$ cat config.mk
export PLATFORM = sky130hd
export DESIGN_NAME = if_stage
export DESIGN_NICKNAME = d
export VERILOG_FILES = /design/src/rtl/if_stage.sv
export SDC_FILE = /design/constraint.sdc
export NUM_CORES = 1
export LEC_CHECK = 0
export ABC_AREA = 1
export BUFFER_PORTS_ARGS = -buffer_cell sky130_fd_sc_hd__buf_2
export CAP_MARGIN = 20
export CORE_MARGIN = 3
export CORE_UTILIZATION = 45
export DETAILED_ROUTE_END_ITERATION = 8
export PLACE_DENSITY_LB_ADDON = 0.08
export SLEW_MARGIN = 15
export SYNTH_ARGS = -nofsm -noshare
export SYNTH_HDL_FRONTEND = slang
export SYNTH_SLANG_ARGS = --single-unit
$ cat constraint.sdc
create_clock -name clk -period 2.55 [get_ports clk]
set_input_delay 0 -clock clk [delete_from_list [all_inputs] [get_ports clk]]
set_output_delay 0 -clock clk [all_outputs]
set_load 0.005 [all_outputs]
$ cat src/rtl/if_stage.sv
// if_stage -- instruction fetch stage of the rv32 3-stage pipeline.
//
// Owns the fetch PC and drives the word address into a combinational
// instruction ROM. Each returned word is captured with its PC in a 2-entry
// circular buffer. The buffer head is offered to decode over valid/ready.
// A redirect from execute flushes the buffer and reloads the PC.
//
// Build option: define IF_MISALIGN_TRAP_EN to trap misaligned redirects.
// A misaligned target produces a single buffer entry {pc, 32'h0, misalign=1}.
// Fetch then halts until the next redirect or reset. Without the macro,
// redirect targets are forced word-aligned and id_misalign is always 0.
//
// Ports:
//   clk            in   clock, rising edge
//   rst            in   synchronous active-high reset
//   imem_addr      out  [ADDR_W-1:0] word address = fetch_pc[ADDR_W+1:2]
//   imem_data      in   [31:0] instruction word (same-cycle, combinational)
//   redirect_valid in   execute requests a PC change
//   redirect_pc    in   [31:0] redirect target
//   id_valid       out  buffer head is valid
//   id_ready       in   decode accepts head
//   id_pc          out  [31:0] PC of head entry
//   id_instr       out  [31:0] instruction of head entry
//   id_misalign    out  head entry came from a misaligned redirect
module if_stage #(
  parameter logic [31:0] RESET_PC = 32'h0000_0000,
  parameter int          ADDR_W   = 10
) (
  input  logic              clk,
  input  logic              rst,
  output logic [ADDR_W-1:0] imem_addr,
  input  logic [31:0]       imem_data,
  input  logic              redirect_valid,
  input  logic [31:0]       redirect_pc,
  output logic              id_valid,
  input  logic              id_ready,
  output logic [31:0]       id_pc,
  output logic [31:0]       id_instr,
  output logic              id_misalign
);

  logic [31:0] fetch_pc;
  logic [31:0] buf_pc    [2];
  logic [31:0] buf_instr [2];
  logic        buf_mis   [2];
  logic        rd_ptr;
  logic        wr_ptr;
  logic [1:0]  count;

  // trap_pend: a misaligned redirect was taken and its marker entry is not yet
  // written. halt: marker written, fetch stopped until redirect/reset.
  logic        halt;
  logic        trap_pend;

  logic        pop;
  logic        push;
  logic [31:0] push_instr;
  logic        push_mis;
  logic [31:0] redir_target;
  logic        redir_mis;

  always_comb begin
    pop        = id_valid & id_ready & ~redirect_valid;
    push       = ~redirect_valid & ~halt & ((count != 2'd2) | pop);
    push_instr = trap_pend ? 32'h0 : imem_data;
    push_mis   = trap_pend;
`ifdef IF_MISALIGN_TRAP_EN
    redir_target = redirect_pc;
    redir_mis    = (redirect_pc[1:0] != 2'b00);
`else
    redir_target = redirect_pc & ~32'h3;
    redir_mis    = 1'b0;
`endif
  end

`ifdef IF_MISALIGN_TRAP_EN
  always_ff @(posedge clk) begin
    if (rst) begin
      halt      <= 1'b0;
      trap_pend <= 1'b0;
    end else if (redirect_valid) begin
      halt      <= 1'b0;
      trap_pend <= redir_mis;
    end else if (push && trap_pend) begin
      halt      <= 1'b1;
      trap_pend <= 1'b0;
    end
  end
`else
  assign halt      = 1'b0;
  assign trap_pend = 1'b0;
`endif

  always_ff @(posedge clk) begin
    if (rst) begin
      fetch_pc <= RESET_PC;
      rd_ptr   <= 1'b0;
      wr_ptr   <= 1'b0;
      count    <= 2'd0;
      for (int i = 0; i < 2; i++) begin
        buf_pc[i]    <= 32'h0;
        buf_instr[i] <= 32'h0;
        buf_mis[i]   <= 1'b0;
      end
    end else if (redirect_valid) begin
      // Entries are left stale; only the occupancy is cleared.
      fetch_pc <= redir_target;
      rd_ptr   <= 1'b0;
      wr_ptr   <= 1'b0;
      count    <= 2'd0;
    end else begin
      if (push) begin
        buf_pc[wr_ptr]    <= fetch_pc;
        buf_instr[wr_ptr] <= push_instr;
        buf_mis[wr_ptr]   <= push_mis;
        wr_ptr            <= ~wr_ptr;
        // The trap marker does not advance the PC; fetch halts after it.
        if (!trap_pend)
          fetch_pc <= fetch_pc + 32'd4;
      end
      if (pop)
        rd_ptr <= ~rd_ptr;
      case ({push, pop})
        2'b10:   count <= count + 2'd1;
        2'b01:   count <= count - 2'd1;
        default: count <= count;
      endcase
    end
  end

  assign imem_addr   = fetch_pc[ADDR_W+1:2];
  assign id_valid    = (count != 2'd0);
  assign id_pc       = buf_pc[rd_ptr];
  assign id_instr    = buf_instr[rd_ptr];
  assign id_misalign = buf_mis[rd_ptr];

endmodule
==> flow_metrics.py, run 1 <==
metrics = {
    "outcome": {
        "outcome": "finished clean",
    },
    "placement": {
        "dpl-instance-area_um2": 8490,
        "hpwlAfterDp_um": 11900,
        "place.gp.congestion": 0.854,
        "portBuffers": 138,
    },
    "layout": {
        "final_nets": 1010,
        "synthToLayoutAreaGrowth_pct": 27.2,
        "layout_common_cells": "nor2_1, buf_2, edfxtp_1",
        "fill_cells": 1483,
        "stdcell_area_um2": 9730,
        "post_route_cells_drive_above_1_share_pct": 29.6,
        "multi_input_area_um2": 2640,
        "final_common_cell": "nor2_1",
        "regArea_um2": 4430,
        "antennaDiodeCount": 0,
    },
    "synthesis": {
        "synth_compound_area_share_pct": 5.96,
        "synth_enable_flop_cells": 124,
        "synth.mux.area_fraction_pct": 9.13,
        "synthSimpleGateAreaFrac_pct": 18.2,
        "yosysWarnings": 0,
        "synth.avg_cell_area_um2": 10.2,
        "synthDistinctLibCells": 33,
        "synthAdderAreaFrac_pct": 0.327,
        "synthXorXnorAreaFrac_pct": 0.687,
        "synth_top_family_by_area": "simple AND/OR/NAND/NOR gates",
        "ys_seq_elements": 159,
        "synth-async-reset-ratio_pct": 0,
        "netlist_instances": 753,
        "synth_area_um2": 7650,
        "yosys_most_used_dff": "edfxtp_1",
        "ys_seq_area_share_pct": 57.9,
    },
    "pwr": {
        "leakagePower_nw": 4.10,
        "ir_drop_uv": 460,
        "power_density_nw_per_um2": 645,
    },
    "clock_tree": {
        "cts_root_buffer": "clkbuf_16",
        "tritoncts": "built",
        "cts_buffer_depth": 2,
        "clk_pin_slew_ns": 0.07,
        "clock-sinks": 159,
        "cts_resized": 0,
        "numCtsBuffers": 17,
        "insertion_delay_ns": 0.43,
        "htree_levels": 4,
    },
    "timing": {
        "fmax_mhz": 475,
        "rsz0062_at_grt": "false",
        "max_slew_margin_pct": 50.5,
        "hold_viol_final": 0,
        "tightestPinTransition_ns": 0.743,
        "finalSetupViolations": 0,
        "slew_viol_final": 0,
        "fin_worst_skew_ns": 0.0106,
        "holdWs_ns": 0.0465,
        "tns_ns": 0,
        "min_period_ns": 2.11,
        "min_period_over_period_pct": 82.6,
    },
    "critical_path": {
        "required_ns": 2.65,
        "cp-startpoint": "count[1]$_SDFFE_PP0P_",
        "crit_slowest_cell": "a31oi_4",
        "worst_ep_arrival_time_ns": 2.21,
        "crit_type": "reg2reg",
        "path_cells": "a31oi_4 > nand3_2 > nand2_2 > buf_12",
        "critPathCaptureType": "flip-flop",
        "regToRegStartpoint": "count[1]$_SDFFE_PP0P_",
        "crit_fanout": 45,
        "worst_setup_path_start_kind": "flip-flop",
        "cpPeakStageDelay_ns": 0.44,
    },
    "drt": {
        "post_drt_wl_per_cell_um": 15.6,
        "drc_errors": 0,
        "antenna_left": 0,
        "viasPerCell": 4.93,
        "drtIter0Drc": 325,
        "drt-total-wl_um": 18300,
        "drt-pass1-iter-count": 4,
        "num_vias": 5782,
    },
    "floorplanning": {
        "io_pins": 144,
        "die_w_um": 136,
        "core_area_um2": 16600,
        "rows": 47,
        "die-area_um2": 18600,
        "die_h_um": 136,
        "start_util_pct": 46.1,
    },
    "global_routing": {
        "grtUsageTotal_pct": 20.2,
        "antenna_found_initial": 0,
        "grt_pass1_wl_um": 28900,
        "grt_overflow_total": 0,
        "first_global_vias": 5812,
        "grt_max_degree": 63,
    },
    "job": {
        "drv_cap": 0,
    },
    "min_path": {
        "hold_class": "in2reg",
        "hp-start": "rst",
    },
}
[cells in the mapped netlist, types with 5 or more instances]
| cell type | count | share of area [%] |
|---|---|---|
| buf_2 | 20 | 1.3 |
| inv_1 | 86 | 4.2 |
| xor2_1 | 5 | 0.57 |
| o21ai_0 | 14 | 0.92 |
| nand2_1 | 92 | 4.5 |
| nand2_2 | 7 | 0.57 |
| nor2_2 | 6 | 0.49 |
| nor3_1 | 7 | 0.46 |
| mux2_2 | 62 | 9.1 |
| dfxtp_1 | 35 | 9.2 |
| buf_4 | 16 | 1.6 |
| clkbuf_1 | 7 | 0.34 |
| nor2_1 | 153 | 7.5 |
| a22oi_1 | 16 | 1.6 |
| nand3_1 | 37 | 2.4 |
| nor2_4 | 8 | 1.2 |
| edfxtp_1 | 124 | 49 |
| a21oi_1 | 25 | 1.6 |
[power breakdown]
group / total (W) / switching [W] / internal, W / leakage (nW)
Clock: 0.00262 / 0.00107 / 0.00155 / 0.285
Sequential: 0.00302 / 0.0000731 / 0.00295 / 1.60
Combinational: 0.000629 / 0.000329 / 0.000300 / 2.22
Total: 0.00628 / 0.00147 / 0.00480 / 4.10
[registers in the layout, summed over array words and instances (netlist names), named ones only]
register / count
buf_instr: 64
buf_pc: 60
count: 2
fetch_pc: 30
rd_ptr: 1
wr_ptr: 1
[cell type report]
| type | instances | area share, % |
|---|---|---|
| Tap cell | 220 | 2.83 |
| Timing Repair Buffer | 210 | 14.8 |
| Inverter | 90 | 3.47 |
| Clock inverter | 15 | 1.92 |
| Clock buffer | 17 | 4.37 |
| Multi-Input combinational cell | 462 | 27.1 |
| Sequential cell | 159 | 45.5 |
[what timing repair did]
action	4_1_cts	5_1_grt
endpoints found under the hold margin	94	0
setup buffers	0	0
hold buffers	62	0
endpoints found under the setup margin	0	0
[critical path: cells and delay by family (launching register included)]
family	cells	cell delay, ns
simple gates	2	0.57
compound gates	1	0.44
flops	1	0.40
buf+inv	1	0.32
[worst paths after layout]
path | to | slack (ns) | depth (start not counted)
max reg2reg | buf_pc[1][21]$_SDFFCE_PN0P_ | 0.44 | 4
max | buf_pc[1][21]$_SDFFCE_PN0P_ | 0.44 | 4
min | fetch_pc[23]$_SDFFE_PP0P_ | 0.05 | 3
min reg2reg | count[0]$_SDFFE_PP0P_ | 0.48 | 1
[kinds of logic after synthesis]
kind of cell | Yosys count
AOI/OAI and AO/OA | 71
xor gates and xnor gates | 6
adders and majority gates | 2
buffers and inverters | 134
DFF | 159
muxes | 62
other | 1
and+or+nand+nor | 318
[through the flow]
step | worst slack [ns] | instances | power, W | utilization (%)
floorplan | 0.350 | 755 | 0.00339 | -
global placement | 0.496 | 1079 | 0.00362 | 51.2
detailed placement | 0.432 | 1079 | 0.00364 | 51.2
CTS | 0.412 | 1173 | 0.00632 | 58.7
global route | 0.307 | 1173 | 0.00651 | 58.7
finish | 0.443 | 1173 | 0.00628 | 58.7
[metal layers]
metal	up-vias	GRT usage (%)	part of all wire, %
met4	0	7.17	1.7
met5	-	0	0
met1	2748	25.1	43
met3	23	3.63	4.8
li1	2870	-	-
met2	141	35.3	50
Note: power is estimated with default switching activity, not from simulation.
==> run 2, diff against run 1 <==
Clock period 2.55 ns to 1.7 ns, I/O delays scaled along.
==> run 2 against run 1 <==
  * Clock power rose by 50%
  * Largest cell class unchanged
  * Power grew 51%
  * Critical path depth decreased by 1
  * Die area is the same
  * Non-clock buffer count grew 24
  * Clock skew rose by 0.0010 ns
  * Critical path type is now reg2out
==> flow_metrics.py, run 2 (same netlist as run 1, synthesis figures left out) <==
metrics = {
    "outcome": {
        "outcome": "finished clean",
    },
    "layout": {
        "largest_reg_flops": 64,
        "fin_util_pct": 60.4,
        "regArea_um2": 4430,
        "fill_cells": 1459,
        "largestRegisters": "buf_instr: 64 flops, buf_pc: 60 flops, fetch_pc: 30 flops",
        "post_route_cells_drive_above_1_share_pct": 31.2,
        "layout_common_cells": "nor2_1, buf_2, edfxtp_1",
        "regMostFlops": "buf_instr",
        "stdcell_area_um2": 10000,
        "multi_input_area_um2": 2670,
        "antennaDiodeCount": 0,
        "final_nets": 1034,
        "final_common_cell": "nor2_1",
        "synthToLayoutAreaGrowth_pct": 31.0,
        "final_cells": 1197,
    },
    "drt": {
        "viasPerCell": 4.89,
        "drt-pass1-iter-count": 5,
        "post_drt_wl_per_cell_um": 15.4,
        "antenna_left": 0,
        "drtIter0Drc": 384,
        "num_vias": 5851,
        "drt-total-wl_um": 18400,
        "drc_errors": 0,
    },
    "clock_tree": {
        "post_cts_buffers": 0,
        "htree_levels": 4,
        "cts_buffer_depth": 2,
        "tritoncts": "built",
        "clk_pin_slew_ns": 0.06,
        "numCtsBuffers": 17,
        "clock-sinks": 159,
        "cts_root_buffer": "clkbuf_16",
        "insertion_delay_ns": 0.43,
    },
    "global_routing": {
        "grt_max_degree": 63,
        "first_global_vias": 5867,
        "grt_pass1_wl_um": 29100,
        "antenna_found_initial": 0,
        "grt_overflow_total": 0,
        "grtUsageTotal_pct": 20.3,
    },
    "critical_path": {
        "required_ns": 1.70,
        "cpLargestDelayFamily": "flip-flops",
        "critPathCaptureType": "output port",
        "crit_slowest_cell": "dfxtp_4",
        "worst_setup_path_start_kind": "flip-flop",
        "cpPeakStageDelay_ns": 0.44,
        "crit_type": "reg2out",
        "path_cells": "buf_12 > mux2_2 > buf_2",
        "crit_fanout": 31,
        "worst_ep_arrival_time_ns": 1.62,
        "crit_buf_inv": 2,
    },
    "timing": {
        "tns_ns": 0,
        "fin_worst_skew_ns": 0.0116,
        "min_period_ns": 1.62,
        "slew_viol_final": 0,
        "fmax_mhz": 616,
        "min_period_over_period_pct": 95.5,
        "holdWs_ns": 0.0896,
        "finalSetupViolations": 0,
        "hold_viol_final": 0,
        "rsz0062_at_grt": "true",
    },
    "job": {
        "drv_cap": 0,
    },
    "floorplanning": {
        "core_area_um2": 16600,
        "io_pins": 144,
        "start_util_pct": 46.1,
        "die-area_um2": 18600,
        "die_h_um": 136,
        "rows": 47,
        "die_w_um": 136,
    },
    "min_path": {
        "hold_class": "in2reg",
    },
    "placement": {
        "placedCellCount": 1102,
        "hpwlAfterDp_um": 12400,
        "place.gp.congestion": 0.833,
        "dpl-instance-area_um2": 8740,
        "portBuffers": 138,
    },
    "pwr": {
        "leakagePower_nw": 4.26,
        "ir_drop_uv": 712,
        "power_density_nw_per_um2": 946,
    },
}
-- run 2: cell count changes in the layout (fill, tap and decap cells not counted), moves of 2 or more --
| cell | delta |
|---|---|
| nand2_8 | +2 |
| nand2_2 | -2 |
| inv_8 | -2 |
| buf_6 | +2 |
| clkbuf_8 | +3 |
| clkbuf_16 | +3 |
| buf_4 | +17 |
| clkinvlp_4 | -4 |
| buf_12 | +4 |
| bufinv_16 | -2 |
| clkbuf_1 | +3 |
-- run 2: per-layer routing --
metal | up-vias | track usage (%) | part of all wire (%)
met2 | 183 | 33.8 | 48
li1 | 2926 | - | -
met3 | 29 | 4.33 | 5.7
met4 | 0 | 8.06 | 2.3
met1 | 2713 | 26.0 | 44
met5 | - | 0 | 0
-- run 2: report_power, final --
part           internal (W)  switching [W]
Clock               0.00241        0.00152
Combinational      0.000502       0.000515
Sequential          0.00442       0.000101
-- run 2: layout make-up --
cell class | instances | area share (%)
clock buffer | 26 | 5.52
tap | 220 | 2.75
sequential | 159 | 44.2
multi-input combinational | 462 | 26.7
timing repair buffer | 234 | 16.7
inverter | 90 | 3.37
clock inverter | 6 | 0.687
-- run 2: stage by stage --
| step | total power [W] | setup WS (ns) |
|---|---|---|
| 2_1_floorplan | 0.00509 | -0.000688 |
| 3_3_place_gp | 0.00550 | 0.127 |
| 3_5_place_dp | 0.00552 | 0.0492 |
| 4_1_cts | 0.00954 | 0.0428 |
| 5_1_grt | 0.00984 | -0.0181 |
| 6_report | 0.00947 | 0.0758 |
-- run 2: path summary, 6_finish.rpt --
| kind | start | to | slack [ns] | cells after the start |
|---|---|---|---|---|
| setup / recovery | flip-flop | id_pc[31] | 0.08 | 3 |
| hold reg to reg | count[0]$_SDFFE_PP0P_ | count[0]$_SDFFE_PP0P_ | 0.48 | 1 |
| setup reg to reg | count[0]$_SDFFE_PP0P_ | buf_instr[1][8]$_SDFFCE_PN0P_ | 0.10 | 5 |
| hold / removal | redirect_pc[9] | fetch_pc[9]$_SDFFE_PP0P_ | 0.09 | 3 |
-- run 2: tightest hold or removal path: stages --
cell      delay, ns
buf_2          0.10
o21ai_0        0.27
a211oi_1       0.08
-- run 2: what timing repair did --
| action | CTS | global route |
|---|---|---|
| gates resized for setup | 1 | 5 |
| hold buffers | 63 | 0 |
| hold endpoints to repair | 99 | 0 |
| setup endpoints to repair | 31 | 22 |
==> run 3, diff against run 2 <==
--- a/config.mk
+++ b/config.mk
@@ -14,2 +14,3 @@
 export PLACE_DENSITY_LB_ADDON = 0.08
+export SETUP_SLACK_MARGIN = 0.02
 export SLEW_MARGIN = 15
==> constraint.sdc (replaced) <==
create_clock -name clk -period 1.7 [get_ports clk]
set_input_delay 0.34 -clock clk [delete_from_list [all_inputs] [get_ports clk]]
set_output_delay 0.34 -clock clk [all_outputs]
set_load 0.005 [all_outputs]
==> run 3 against run 2 <==
  * The run now ends with setup timing left
  * Largest cell class unchanged
  * Power decreased by 0.99%
  * Via count decreased by 0.44%
  * Sequential power about the same
  * First-iteration DRC count increased by 22%
  * Clock skew shrank 0.0023 ns
  * Setup slack got worse by 0.29 ns
  * Global-route usage down 0.057 points
  * Cell count fell by 4.0%
  * Combinational power up 9%
  * Register-to-register slack improved by 0.02 ns
  * Critical path depth is 1 higher
  * Clock power shrank 5.1%
==> flow_metrics.py, run 3 (same netlist as run 1, synthesis figures left out) <==
metrics = {
    "clock_tree": {
        "cts_root_buffer": "clkbuf_16",
        "tritoncts": "built",
        "clock-sinks": 159,
        "htree_levels": 4,
        "insertion_delay_ns": 0.42,
        "clk_pin_slew_ns": 0.06,
        "numCtsBuffers": 17,
        "cts_buffer_depth": 2,
    },
    "global_routing": {
        "grt_max_degree": 63,
        "antenna_found_initial": 0,
        "grt_overflow_total": 0,
        "first_global_vias": 5716,
        "grt_pass1_wl_um": 28800,
        "grtUsageTotal_pct": 20.3,
    },
    "floorplanning": {
        "die-area_um2": 18600,
        "die_w_um": 136,
        "rows": 47,
        "start_util_pct": 46.1,
        "io_pins": 144,
        "core_area_um2": 16600,
        "die_h_um": 136,
    },
    "timing": {
        "fin_worst_skew_ns": 0.00932,
        "min_period_ns": 1.92,
        "min_period_over_period_pct": 113,
        "tns_ns": -11.47,
        "setup_ws_ns": -0.219,
        "fmax_mhz": 521,
        "finalSetupViolations": 62,
        "hold_viol_final": 0,
        "slew_viol_final": 0,
        "rsz0062_at_grt": "true",
    },
    "drt": {
        "drtIter0Drc": 468,
        "drt-total-wl_um": 19100,
        "post_drt_wl_per_cell_um": 16.6,
        "antenna_left": 0,
        "drc_errors": 0,
        "viasPerCell": 5.07,
        "drt-pass1-iter-count": 5,
        "num_vias": 5825,
    },
    "job": {
        "drv_cap": 0,
    },
    "outcome": {
        "outcome": "complete, but fails checks",
        "violations": "setup timing",
    },
    "critical_path": {
        "critPathCaptureType": "output port",
        "r2r-end": "count[1]$_SDFFE_PP0P_",
        "rr_worst_depth": 8,
        "endpoint": "id_pc[4]",
        "r2r_setup_slack_ns": 0.12,
        "crit_type": "reg2out",
        "crit_fanout": 8,
        "worst_setup_path_start_kind": "flip-flop",
        "required_ns": 1.36,
        "regToRegStartpoint": "count[0]$_SDFFE_PP0P_",
        "worst_ep_arrival_time_ns": 1.58,
    },
    "layout": {
        "regMostFlops": "buf_instr",
        "largestRegisters": "buf_instr: 64 flops, buf_pc: 60 flops, fetch_pc: 30 flops",
        "stdcell_area_um2": 10100,
        "final_common_cell": "nor2_1",
        "post_route_cells_drive_above_1_share_pct": 34.7,
        "largest_reg_flops": 64,
        "antennaDiodeCount": 0,
        "layout_common_cells": "nor2_1, edfxtp_1, buf_2",
        "fill_cells": 1439,
        "regArea_um2": 4430,
        "synthToLayoutAreaGrowth_pct": 31.5,
        "multi_input_area_um2": 2860,
        "final_nets": 986,
    },
    "min_path": {
        "hold_class": "in2reg",
    },
    "pwr": {
        "p_total_w": 0.00938,
        "power_density_nw_per_um2": 933,
        "leakagePower_nw": 4.26,
        "ir_drop_uv": 752,
    },
    "placement": {
        "portBuffers": 138,
        "pre_cts_ws_ns": 0.00686,
        "hpwlAfterDp_um": 12400,
        "dpl-instance-area_um2": 8790,
        "place.gp.congestion": 0.820,
    },
}
run 3: cell count changes in the layout (fill, tap and decap cells not counted), moves of 3 or more:
cell and change:
buf_12 +4, buf_2 -41, buf_4 +5, buf_6 +40
clkbuf_16 +4, clkinv_2 +3, dlygate4sd3_1 -63, mux2_2 -44
mux2_4 +44
run 3: timing repair:
item	in CTS	in global routing
cloned	1	7
setup endpoints to repair	62	98
pin swaps	0	2
resized for setup	16	82
buffers inserted	0	5
hold buffers	0	0
run 3: report_power, final:
| group | switching [W] | internal (W) |
|---|---|---|
| Sequential | 0.000107 | 0.00443 |
| Combinational | 0.000534 | 0.000580 |
| Clock | 0.00150 | 0.00223 |
| Total | 0.00214 | 0.00724 |
run 3: worst max-delay path: stages (launching register included):
cell and delay (ns):
dfxtp_4 0.36, buf_12 0.16, buf_8 0.15, mux2_2 0.34
buf_2 0.13
run 3: stage by stage:
step,std cells,utilization [%],hold WS [ns]
4_1_cts,1137,57.1,0.188
5_1_grt,1149,60.7,0.197
3_3_place_gp,1104,53.0,0.456
3_5_place_dp,1104,53.0,0.465
2_1_floorplan,755,-,0.442
6_report,1149,60.7,0.206
run 3: how the worst min path moves through the flow:
stage | startpoint | to | slack [ns] | depth (start not counted)
global placement | count[0]$_SDFFE_PP0P_ | count[0]$_SDFFE_PP0P_ | 0.46 | 1
CTS | redirect_pc[3] | fetch_pc[3]$_SDFFE_PP0P_ | 0.19 | 3
finish | redirect_pc[3] | fetch_pc[3]$_SDFFE_PP0P_ | 0.21 | 3
detailed placement | count[0]$_SDFFE_PP0P_ | count[0]$_SDFFE_PP0P_ | 0.46 | 1
global route | redirect_pc[3] | fetch_pc[3]$_SDFFE_PP0P_ | 0.20 | 3
floorplan | count[0]$_SDFFE_PP0P_ | count[0]$_SDFFE_PP0P_ | 0.44 | 1
run 3: layer usage:
layer,up-vias,wire length (um),share of wire (%),track usage (%)
li1,2824,-,-,-
met5,-,0,0,0
met3,23,887,4.6,4.11
met2,155,9460,50,34.2
met4,0,359,1.9,6.77
met1,2823,8400,44,26.1
run 3: area by class of cell:
| class | instances | share of cell area (%) |
|---|---|---|
| Tap cell | 220 | 2.74 |
| Sequential cell | 159 | 44.1 |
| Timing Repair Buffer | 186 | 15.7 |
| Clock buffer | 24 | 5.01 |
| Inverter | 90 | 3.36 |
| Multi-Input combinational cell | 462 | 28.4 |
| Clock inverter | 8 | 0.746 |
